--- src/rtl/vga_pkg.sv ---
// rtl/vga_pkg.sv - shared VGA constants, RGB444 layout and pixel helpers
package vga_pkg;

  localparam int RGB_W = 12;
  localparam int R_MSB = 11;
  localparam int R_LSB = 8;
  localparam int G_MSB = 7;
  localparam int G_LSB = 4;
  localparam int B_MSB = 3;
  localparam int B_LSB = 0;

  // 1280x1024 @ 60 Hz timing, shared with the sync counter
  localparam int DEF_W   = 1280;
  localparam int DEF_H   = 1024;
  localparam int H_FRONT = 48;
  localparam int H_SYNC  = 112;
  localparam int H_BACK  = 248;
  localparam int H_TOTAL = DEF_W + H_FRONT + H_SYNC + H_BACK;
  localparam int V_FRONT = 1;
  localparam int V_SYNC  = 3;
  localparam int V_BACK  = 38;
  localparam int V_TOTAL = DEF_H + V_FRONT + V_SYNC + V_BACK;

  // cycles after reset release during which stale memory responses are dropped
  localparam int RST_DRAIN = 32;

  typedef struct packed {
    logic [3:0] r;
    logic [3:0] g;
    logic [3:0] b;
  } rgb444_t;

  function automatic rgb444_t rgb_unpack(input logic [RGB_W-1:0] word);
    rgb444_t px;
    px.r = word[R_MSB:R_LSB];
    px.g = word[G_MSB:G_LSB];
    px.b = word[B_MSB:B_LSB];
    return px;
  endfunction

endpackage

--- src/rtl/vga_fb_reader_fifo_sync.sv ---
// rtl/vga_fb_reader_fifo_sync.sv - show-ahead synchronous FIFO with flush
module fifo_sync #(
  parameter int width = 12,
  parameter int depth = 16,
  localparam int PW = $clog2(depth),
  localparam int CW = PW + 1
) (
  input  logic             clk,
  input  logic             rst_n,
  input  logic             flush,
  input  logic             push,
  input  logic [width-1:0] din,
  input  logic             pop,
  output logic [width-1:0] dout,
  output logic             full,
  output logic             empty,
  output logic [CW-1:0]    count
);

  localparam logic [CW-1:0] DEPTH_C = CW'(depth);

  logic [width-1:0] mem [depth];
  logic [PW-1:0]    wr_ptr;
  logic [PW-1:0]    rd_ptr;
  logic             do_push;
  logic             do_pop;

  assign empty   = (count == '0);
  assign full    = (count == DEPTH_C);
  assign do_pop  = pop && !empty;
  // a full FIFO may still accept a push in the same cycle it pops
  assign do_push = push && (!full || do_pop);
  assign dout    = mem[rd_ptr];

  always_ff @(posedge clk) begin
    if (!rst_n || flush) begin
      wr_ptr <= '0;
      rd_ptr <= '0;
      count  <= '0;
    end else begin
      if (do_push) wr_ptr <= wr_ptr + PW'(1);
      if (do_pop)  rd_ptr <= rd_ptr + PW'(1);
      case ({do_push, do_pop})
        2'b10:   count <= count + CW'(1);
        2'b01:   count <= count - CW'(1);
        default: count <= count;
      endcase
    end
  end

  always_ff @(posedge clk) begin
    if (do_push && !flush) mem[wr_ptr] <= din;
  end

endmodule

--- src/rtl/vga_fb_reader.sv ---
// rtl/vga_fb_reader.sv - raster-order framebuffer prefetch into a pixel FIFO
module vga_fb_reader
  import vga_pkg::*;
#(
  parameter int W     = DEF_W,
  parameter int H     = DEF_H,
  parameter int AW    = 21,
  parameter int DEPTH = 16
) (
  input  logic          pxclk,
  input  logic          rst_n,
  input  logic          inframe,
  input  logic          hsync,
  input  logic          vsync,
  output logic          mem_req_valid,
  input  logic          mem_req_ready,
  output logic [AW-1:0] mem_req_addr,
  input  logic          mem_rsp_valid,
  input  logic [11:0]   mem_rsp_data,
  output logic [3:0]    red,
  output logic [3:0]    green,
  output logic [3:0]    blue,
  output logic          hsync_out,
  output logic          vsync_out,
  output logic          underflow
);

  localparam int CW = $clog2(DEPTH) + 1;
  localparam int IW = AW + 1;
  localparam logic [IW-1:0] NPIX       = IW'(W * H);
  localparam logic [CW:0]   DEPTH_C    = (CW + 1)'(DEPTH);
  localparam logic [5:0]    DRAIN_INIT = 6'(RST_DRAIN);

  logic [IW-1:0] issued;
  logic [CW-1:0] outstanding;
  logic [5:0]    drain;
  logic [CW-1:0] fifo_count;
  logic [CW:0]   occupancy;
  logic [11:0]   fifo_dout;
  logic          fifo_full;
  logic          fifo_empty;
  logic          accept;
  logic          rsp_live;
  logic          push;
  logic          pop;
  rgb444_t       px;

  // fifo_count + outstanding can only fall while a request waits, so a
  // combinational valid stays asserted until accepted (vsync excepted)
  assign occupancy     = {1'b0, fifo_count} + {1'b0, outstanding};
  assign mem_req_valid = (drain == '0) && !vsync && !fifo_full
                         && (issued < NPIX) && (occupancy < DEPTH_C);
  assign mem_req_addr  = issued[AW-1:0];
  assign accept        = mem_req_valid && mem_req_ready;

  // responses with nothing outstanding, or inside the post-reset window, are stale
  assign rsp_live = mem_rsp_valid && (drain == '0) && (outstanding != '0);
  assign push     = rsp_live && !vsync;
  assign pop      = inframe && !fifo_empty;
  assign px       = rgb_unpack(fifo_dout);

  always_ff @(posedge pxclk) begin
    if (!rst_n) begin
      issued      <= '0;
      outstanding <= '0;
      drain       <= DRAIN_INIT;
    end else begin
      if (drain != '0) drain <= drain - 6'd1;
      if (vsync)       issued <= '0;
      else if (accept) issued <= issued + IW'(1);
      case ({accept, rsp_live})
        2'b10:   outstanding <= outstanding + CW'(1);
        2'b01:   outstanding <= outstanding - CW'(1);
        default: outstanding <= outstanding;
      endcase
    end
  end

  always_ff @(posedge pxclk) begin
    if (!rst_n) begin
      red       <= '0;
      green     <= '0;
      blue      <= '0;
      hsync_out <= 1'b0;
      vsync_out <= 1'b0;
      underflow <= 1'b0;
    end else begin
      hsync_out <= hsync;
      vsync_out <= vsync;
      if (pop) begin
        red   <= px.r;
        green <= px.g;
        blue  <= px.b;
      end else begin
        red   <= '0;
        green <= '0;
        blue  <= '0;
      end
      if (inframe && fifo_empty) underflow <= 1'b1;
    end
  end

  fifo_sync #(
    .width (RGB_W),
    .depth (DEPTH)
  ) u_fifo (
    .clk   (pxclk),
    .rst_n (rst_n),
    .flush (vsync),
    .push  (push),
    .din   (mem_rsp_data),
    .pop   (pop),
    .dout  (fifo_dout),
    .full  (fifo_full),
    .empty (fifo_empty),
    .count (fifo_count)
  );

endmodule

--- config.mk ---
export PLATFORM = sky130hd
export DESIGN_NAME = vga_fb_reader
export DESIGN_NICKNAME = d
export VERILOG_FILES = /design/src/rtl/vga_pkg.sv /design/src/rtl/vga_fb_reader_fifo_sync.sv /design/src/rtl/vga_fb_reader.sv
export SDC_FILE = /design/constraint.sdc
export NUM_CORES = 1
export LEC_CHECK = 0
export ABC_CLOCK_PERIOD_IN_PS = 5900
export BUFFER_PORTS_ARGS = -buffer_cell sky130_fd_sc_hd__buf_2
export CAP_MARGIN = 15
export CORE_UTILIZATION = 60
export CTS_CLUSTER_DIAMETER = 50
export DETAILED_ROUTE_END_ITERATION = 16
export PLACE_DENSITY = 0.78
export SKIP_LAST_GASP = 1
export SYNTH_ARGS = -nofsm -noshare
export SYNTH_HDL_FRONTEND = slang
export SYNTH_SLANG_ARGS = --single-unit
export TNS_END_PERCENT = 1
--- constraint.sdc ---
create_clock -name pxclk -period 5.9 [get_ports pxclk]
set_input_delay 1.18 -clock pxclk [delete_from_list [all_inputs] [get_ports pxclk]]
set_output_delay 1.18 -clock pxclk [all_outputs]
set_load 0.005 [all_outputs]
# Yosys cells after proc, flatten, opt, wreduce, memory -nomap -nowiden
# Memory sizes are Yosys's and may differ from the RTL's. A register that Yosys moved wholly into a read port is not among the register bits.
# Index checks and enable logic that the tools add are counted.
[classes]
n_eq_ne = 5
n_lt_le_gt_ge = 2
n_mux = 4
n_addsub = 9
mul = 0
n_shift = 0
div_mod_pow = 0
reduce_logical = 28
bitwise = 1
[ops]
columns = ["op", "count"]
rows = [
  ["22-bit by 1-bit adder with 22-bit output (second input constant)", 1],
  ["22-bit by 21-bit < comparator with 1-bit output (second input constant)", 1],
  ["5-bit one-hot mux with 2 select lines", 2],
  ["1-bit logical AND", 13],
  ["5-bit by 1-bit adder with 5-bit output (second input constant)", 2],
  ["5-bit by 1-bit subtractor with 5-bit output (second input constant)", 2],
  ["4-bit by 1-bit adder with 4-bit output (second input constant)", 2],
  ["5-bit by 5-bit adder with 6-bit output", 1],
  ["6-bit zero test", 1],
  ["6-bit by 5-bit < comparator with 1-bit output (second input constant)", 1],
  ["6-bit nonzero test", 1],
  ["6-bit by 1-bit subtractor with 6-bit output (second input constant)", 1],
  ["5-bit equality test (second input constant)", 1],
  ["1-bit zero test", 5],
  ["5-bit zero test", 1],
  ["5-bit nonzero test", 1],
  ["2-bit by 1-bit equality test with 1-bit output (second input constant)", 2],
  ["2-bit equality test (second input constant)", 2],
  ["2-bit nonzero test", 2],
  ["1-bit logical OR", 2],
  ["1-bit two-way mux", 2],
  ["2-bit AND reduction", 1],
  ["2-bit OR reduction", 1],
  ["1-bit NOT", 1],
]
[word_totals]
ramBits = 192
reg_bits = 49
elab_cells = 59
mem_count = 1
latch_bits = 0
rom_bits = 0
out_inout_bits = 37
[memory_table]
columns = ["name", "words", "word_bits", "rd", "rd_clocked_by_memory_dff", "wr", "line", "text"]
rows = [
  ["u_fifo.mem", 16, 12, 1, 1, 1, "vga_fb_reader_fifo_sync.sv:22", "logic [width-1:0] mem [depth];"],
]

# Depth between registers and ports, before layout
# Gate-level depths: netlist of the first run.
[depth]
word_depth = 9
mapped_depth = 15

# By module
# From an unflattened synthesis of the first run, not the netlist that was laid out.
[unflattened]
cells_unflattened = 689
area_unflattened_um2 = 10623.9
[by_module_without_submodules]
columns = ["module", "cells_per_inst", "area_each_um2", "instances", "seq_area_each_um2"]
rows = [
  ["fifo_sync", 427, 8262.9, 1, 6105.9],
  ["vga_fb_reader", 262, 2361.0, 1, 960.9],
]

# Worst setup path after synthesis of the first run
# OpenSTA, ideal clock, no wires.
[synth_path]
path_kind = "input-to-reg"
from = "in vsync"
to = "reg outstanding[4]"
path_buffers = 2
path_stages = 12
setup_time_ns = 0.076
slack_ns = 1.840
arrival_ns = 3.985
cell_sequence = "or3b_1 > a211oi_1 > or4b_1 > clkbuf_1 > buf_2 > ha_1 > ha_1 > nor2b_1 > o21ai_0 > a21oi_1 > or4_1 > a21boi_0"
[synth_between]
elab_chain_cells = 8
[synth_rtl]
columns = ["item", "line", "text"]
rows = [
  ["start: declaration", "vga_fb_reader.sv:14", "input logic vsync,"],
  ["1-bit zero test *", "vga_fb_reader.sv:51", "assign mem_req_valid = (drain == '0) && !vsync && !fifo_full"],
  ["1-bit logical AND * (2 in series)", "vga_fb_reader.sv:51", ""],
  ["1-bit logical AND * (2 in series)", "vga_fb_reader.sv:52", "&& (issued < NPIX) && (occupancy < DEPTH_C);"],
  ["1-bit logical AND *", "vga_fb_reader.sv:54", "assign accept = mem_req_valid && mem_req_ready;"],
  ["2-bit by 1-bit equality test with 1-bit output or 2-bit equality test (tied branches)", "vga_fb_reader.sv:71", "case ({accept, rsp_live})"],
  ["5-bit one-hot mux with 2 select lines or 2-bit nonzero test (tied branches)", "--", ""],
  ["end signal: assignment", "vga_fb_reader.sv:72", "2'b10: outstanding <= outstanding + CW'(1);"],
  ["end signal: assignment", "vga_fb_reader.sv:73", "2'b01: outstanding <= outstanding - CW'(1);"],
  ["end signal: assignment", "vga_fb_reader.sv:74", "default: outstanding <= outstanding;"],
  ["end: declaration", "vga_fb_reader.sv:35", "logic [CW-1:0] outstanding;"],
]
# Every way passes the cells marked *; elsewhere a longest branch is shown, timed or not.
# A chain may end at the register's enable or synchronous reset.

# Final worst setup path of the first run
[layout_path]
from = "in vsync"
to = "out mem_req_valid"
[layout_between]
elab_chain_cells = 5
[layout_rtl]
columns = ["item", "line", "text"]
rows = [
  ["1-bit zero test", "vga_fb_reader.sv:51", ""],
  ["1-bit logical AND (2 in series)", "vga_fb_reader.sv:51", ""],
  ["1-bit logical AND (2 in series)", "vga_fb_reader.sv:52", ""],
  ["end: declaration", "vga_fb_reader.sv:15", "output logic mem_req_valid,"],
]
# Every way passes these cells.

==> results.py, run 1 <==
metrics = {
    "status": {
        "status": "complete, no violations",
    },
    "clock_network": {
        "cts_buffers": 25,
        "clockRootBuffer": "clkbuf_16",
        "post_cts_resized": 0,
        "postCtsSetupBuffers": 0,
        "path_clk_slew_ns": 0.06,
        "cts_hold_buf": 0,
        "htreeDepth": 1,
        "cts_tree": "done",
        "clk_latency_ns": 0.54,
        "clock_sinks": 253,
        "clockBufferDepth": 3,
    },
    "synth": {
        "ys_warn_count": 0,
        "synth.avg_cell_area_um2": 16.2,
        "syn_area_mm2": 0.0104,
        "synthCells": 642,
        "syn_nets": 682,
        "synthFlopType": "edfxtp_1",
        "ys_seq_area_frac": 0.673,
        "ys_async_sr_fraction": 0,
        "synth_edf_count": 192,
        "yosys.cell_types.count": 48,
        "ys_ff_latch": 253,
    },
    "timing": {
        "fin_crit_ns": 4.16,
        "drv_slew": 0,
        "fin_crit_sh": 0.705,
        "relSlewSlack": 0.204,
        "rsz0062_at_grt": "false",
        "setup_violations": 0,
        "hold_violations": 0,
        "max_freq_mhz": 240,
        "fin_skew_ns": 0.0232,
        "tightest_slew_ns": 1.19,
        "finalWorstSetupSlack_ns": 1.74,
        "setup_tns_ns": 0,
    },
    "routing": {
        "ant_nets": 0,
        "drtPass1Iterations": 5,
        "avgRoutedWirePerCell_um": 22.5,
        "post-route-drc-count": 0,
        "routed_wl_um": 20700,
        "drt-initial-drc-count": 443,
        "vias": 5667,
        "via_per_inst": 6.17,
    },
    "worst_setup_path": {
        "endpoint_kind": "output port",
        "start_kind": "input port",
        "arrival_ns": 2.98,
        "cp_max_fo": 5,
        "crit_type": "in2out",
        "crit_required_ns": 4.72,
    },
    "pwr": {
        "ir_drop_uv": 253,
        "p_leak_nw": 3.90,
        "power.density_mw_per_mm2": 317,
    },
    "die": {
        "dieArea_mm2": 0.0178,
        "coreArea_mm2": 0.0168,
        "num_io_pins": 56,
        "num_rows": 47,
        "die-height_um": 134,
        "start_util": 0.619,
        "fp.dieW_um": 134,
    },
    "placed_design": {
        "dpl.hpwl_um": 13200,
        "placed_cell_area_mm2": 0.0107,
        "dp_cells": 871,
        "place_congestion": 0.844,
        "place_worst_setup_slack_ns": 1.38,
        "portBuffers": 55,
    },
    "global_routing": {
        "grt_pass1_vias": 5795,
        "grt_pass1_wl_um": 32100,
        "grt_usage": 0.242,
        "antenna_found_initial": 0,
        "overflow": 0,
        "grt_max_degree": 52,
    },
    "worst_hold_path": {
        "hold_class": "reg2reg",
    },
    "finish": {
        "final_layout_size_suffix_gt1_frac": 0.246,
        "final_area_mm2": 0.0115,
        "fin_nets": 719,
        "synthToLayoutAreaGrowth_pct": 11.2,
        "fill_cells": 1080,
        "diodes": 0,
        "layout.cells.non_filler": 918,
    },
    "job": {
        "drv_cap": 0,
    },
}
[final cells by class]
| cell class | instances | area, um2 | area share |
|---|---|---|---|
| multi-input cells | 322 | 3070 | 0.266 |
| flip-flops and latches | 253 | 6990 | 0.606 |
| clock inverters | 13 | 134 | 0.0116 |
| inverters | 17 | 63.8 | 0.00553 |
| clock buffers | 33 | 686 | 0.0594 |
| well taps | 220 | 275 | 0.0239 |
| repair buffers | 60 | 313 | 0.0271 |
[where the power goes]
group / switching (mW) / internal, mW
sequential: 0.0169 / 1.93
combinational: 0.0908 / 0.0565
clock: 0.648 / 0.912
[per-stage QoR]
step,util,total power [mW],hold slack (ns)
after floorplan,-,2.08,0.430
after global placement,0.639,2.12,0.448
after detailed placement,0.639,2.13,0.488
after CTS,0.688,3.67,0.502
after global routing,0.688,3.76,0.519
final,0.688,3.65,0.505
[worst paths after layout]
check        cells past startpoint              to  slack [ns]  startpoint
max                              5   mem_req_valid        1.74       vsync
min                              1      issued[21]        0.50  issued[21]
max reg2reg                     12  outstanding[4]        1.98    drain[0]
min reg2reg                      1      issued[21]        0.50  issued[21]
[registers in the layout, summed over array words and instances, names as in the netlist]
register and count:
outstanding 5, u_fifo.rd_ptr 4, hsync_out 1, red 4
u_fifo.wr_ptr 4, u_fifo.count 5, u_fifo.mem 192, drain 6
green 4, underflow 1, blue 4, vsync_out 1
issued 22
[cells in the mapped netlist, drive strengths merged, types with 2 or more instances]
| cell type | number | area share |
|---|---|---|
| inv | 17 | 0.0061 |
| nand2 | 24 | 0.0087 |
| buf | 27 | 0.018 |
| or2 | 2 | 0.0014 |
| ha | 19 | 0.023 |
| o31ai | 2 | 0.0014 |
| nand3 | 12 | 0.0058 |
| nor2 | 29 | 0.010 |
| nand4 | 6 | 0.0036 |
| dfxtp | 61 | 0.12 |
| clkbuf | 23 | 0.0083 |
| or4 | 5 | 0.0040 |
| nor4 | 9 | 0.0054 |
| o21ai | 23 | 0.011 |
| and2 | 9 | 0.0055 |
| nor3 | 11 | 0.0053 |
| xnor2 | 9 | 0.0076 |
| fa | 2 | 0.0039 |
| mux2i | 8 | 0.0077 |
| or4b | 2 | 0.0019 |
| nand2b | 6 | 0.0036 |
| xor2 | 7 | 0.0059 |
| mux4 | 60 | 0.13 |
| nand4b | 2 | 0.0017 |
| a21boi | 2 | 0.0014 |
| o21a | 5 | 0.0036 |
| nor2b | 2 | 0.0012 |
| edfxtp | 192 | 0.56 |
| and3 | 16 | 0.0096 |
| a21oi | 24 | 0.012 |
| or3 | 15 | 0.0096 |
| a21o | 4 | 0.0029 |
[placed cells by master (no fill, tap or decap), types with 17 or more instances in the layout]
| cell type | instances |
|---|---|
| edfxtp_1 | 192 |
| mux4_2 | 60 |
| dfxtp_1 | 59 |
| buf_2 | 55 |
| nor2_1 | 29 |
| clkbuf_16 | 25 |
| nand2_1 | 24 |
| a21oi_1 | 24 |
| o21ai_0 | 22 |
| ha_1 | 19 |
| inv_1 | 17 |
[routing by layer]
metal / part of all wire / GRT usage / wire length (um)
met2: 0.51 / 0.405 / 10400
met1: 0.42 / 0.333 / 8690
met4: 0.024 / 0.0720 / 501
met3: 0.050 / 0.0342 / 1030
met5: 0 / 0 / 0
[critical path: stages]
cell	delay, ns
buf_2	0.12
or3b_1	0.40
or2_4	0.29
nor4_1	0.75
buf_2	0.24
[cells by family (layout without fill, tap and decap cells)]
kind of cell,count (synthesis),after routing,share of synthesized area
AOI/OAI and AO/OA,64,64,0.0356
xor gates and xnor gates,16,16,0.0135
buffers and inverters,67,123,0.0327
muxes,68,68,0.138
DFF,253,253,0.673
and+or+nand+nor,153,153,0.0804
adders and majority gates,21,21,0.0268
No activity file was read; power rests on OpenSTA's default activity.
==> run 2, diff against run 1 <==
--- a/config.mk
+++ b/config.mk
@@ -5,7 +5,7 @@
 export SDC_FILE = /design/constraint.sdc
 export NUM_CORES = 1
 export LEC_CHECK = 0
-export ABC_CLOCK_PERIOD_IN_PS = 5900
+export ABC_CLOCK_PERIOD_IN_PS = 4000
 export BUFFER_PORTS_ARGS = -buffer_cell sky130_fd_sc_hd__buf_2
 export CAP_MARGIN = 15
 export CORE_UTILIZATION = 60
==> constraint.sdc (replaced) <==
create_clock -name pxclk -period 4 [get_ports pxclk]
set_input_delay 0.8 -clock pxclk [delete_from_list [all_inputs] [get_ports pxclk]]
set_output_delay 0.8 -clock pxclk [all_outputs]
set_load 0.005 [all_outputs]
==> run 2 against run 1 <==
- die area unchanged
- clock power up 52%
- first-iteration DRC count down 6.8%
- combinational power up 41%
- critical path depth up 6
- non-clock buffer count up 20
- flip-flop and latch count unchanged
- sequential power up 47%
- final area up 1.5%
- worst hold slack worse by 0.039 ns
- cell count up 2.4%
- sequential share of layout area down 0.92 points
- critical path type is now reg2reg
- critical endpoint is now outstanding[4]
- largest cell class unchanged
- highest routed layer unchanged
==> results.py, run 2 (synthesized netlist as in run 1, its figures left out) <==
metrics = {
    "finish": {
        "fill_cells": 1097,
        "top_regs": "u_fifo.mem x192, issued x22, drain x6",
        "top_register": "u_fifo.mem",
        "final_layout_size_suffix_gt1_frac": 0.261,
        "multi_input_area_mm2": 0.00307,
        "final_common_cell": "edfxtp_1",
        "synthToLayoutAreaGrowth_pct": 12.9,
        "final_cell_mix": "192 x edfxtp_1, 60 x mux4_2, 59 x dfxtp_1, 55 x buf_2, 29 x nor2_1",
        "seq_area_mm2": 0.00699,
        "diodes": 0,
        "fin_nets": 740,
        "largest_reg_flops": 192,
    },
    "global_routing": {
        "grt_usage": 0.251,
        "grt_max_degree": 51,
        "antenna_found_initial": 0,
        "overflow": 0,
        "grt_pass1_wl_um": 33300,
        "grt_pass1_vias": 6012,
    },
    "timing": {
        "relSlewSlack": 0.239,
        "tightest_slew_ns": 1.14,
        "fin_skew_ns": 0.0129,
        "drv_slew": 0,
        "fin_crit_sh": 0.908,
        "setup_violations": 0,
        "rsz0062_at_grt": "false",
        "hold_violations": 0,
        "fin_crit_ns": 3.63,
        "max_freq_mhz": 275,
        "setup_tns_ns": 0,
    },
    "routing": {
        "vias": 5782,
        "avgRoutedWirePerCell_um": 22.9,
        "drtPass1Iterations": 5,
        "drt-initial-drc-count": 413,
        "ant_nets": 0,
        "via_per_inst": 6.15,
        "routed_wl_um": 21500,
        "post-route-drc-count": 0,
    },
    "worst_setup_path": {
        "crit_required_ns": 4.44,
        "ff2ff_setup_slack_ns": 0.37,
        "start_kind": "register",
        "arrival_ns": 4.08,
        "crit_type": "reg2reg",
        "endpoint_kind": "register",
        "cp_max_fo": 9,
    },
    "placed_design": {
        "portBuffers": 55,
        "place_congestion": 0.853,
        "dpl.hpwl_um": 12800,
    },
    "clock_network": {
        "postCtsSetupBuffers": 0,
        "cts_hold_buf": 0,
        "clockRootBuffer": "clkbuf_16",
        "clk_latency_ns": 0.52,
        "htreeDepth": 1,
        "clockBufferDepth": 3,
        "cts_tree": "done",
        "cts_buffers": 26,
        "clock_sinks": 253,
        "post_cts_resized": 0,
        "path_clk_slew_ns": 0.06,
    },
    "status": {
        "status": "complete, no violations",
    },
    "pwr": {
        "total_power_mw": 5.45,
        "power.density_mw_per_mm2": 465,
        "ir_drop_uv": 423,
        "p_leak_nw": 4.02,
    },
    "die": {
        "num_io_pins": 56,
        "fp.dieW_um": 134,
        "num_rows": 47,
        "dieArea_mm2": 0.0178,
        "coreArea_mm2": 0.0168,
        "die-height_um": 134,
        "start_util": 0.619,
    },
    "worst_hold_path": {
        "hold_class": "reg2reg",
    },
    "job": {
        "drv_cap": 0,
    },
}
## run 2: changes by cell type in the layout (fill, tap and decap cells not counted), sizes merged
cell      change
buf          +20
clkbuf        +2
inv           +1
clkinv        +1
clkinvlp      -2
## run 2: path summary, 6_finish.rpt
check / from / to / cells past startpoint
worst max-delay path: u_fifo.count[4] / outstanding[4] / 11
worst max register to register: u_fifo.count[4] / outstanding[4] / 11
worst min-delay path: underflow / underflow / 1
worst min register to register: underflow / underflow / 1
## run 2: metrics by stage
step	setup WS (ns)	std cells	area, um2	utilization	hold slack, ns
finish	0.367	940	11700	0.699	0.466
global route	0.0792	940	11700	0.699	0.474
CTS	0.416	940	11700	0.699	0.470
detailed placement	0.252	892	10900	0.648	0.459
global placement	0.325	892	10900	0.648	0.448
floorplan	0.320	642	10400	-	0.430
## run 2: cell type report
| cell class | count | area share |
|---|---|---|
| clock inverter | 13 | 0.0104 |
| multi-input combinational | 322 | 0.262 |
| timing repair buffer | 80 | 0.0395 |
| sequential | 253 | 0.597 |
| inverter | 17 | 0.00545 |
| tap | 220 | 0.0235 |
| clock buffer | 35 | 0.0620 |
## run 2: where the power goes
group	switching (mW)	total (mW)	internal, mW	leakage, nW
clock	0.968	2.37	1.40	0.414
combinational	0.124	0.208	0.0835	1.39
sequential	0.0245	2.87	2.85	2.22
total	1.12	5.45	4.33	4.02
## run 2: routing by layer
layer	vias to the layer above	share of wire	global-route usage
li1	2591	-	-
met5	-	0	0
met2	237	0.51	0.438
met1	2894	0.39	0.316
met4	0	0.031	0.0972
met3	60	0.071	0.0388
## run 2: worst max-delay path, stage by stage, from the launching register on
cell and delay, ns:
dfxtp_1 0.46, ha_1 0.28, nor4_1 0.31, nand2_1 0.15, or4b_1 0.55, ha_1 0.27
ha_1 0.34, nor2b_1 0.15, o21ai_0 0.27, a21oi_1 0.14, or4_1 0.48, a21boi_0 0.17
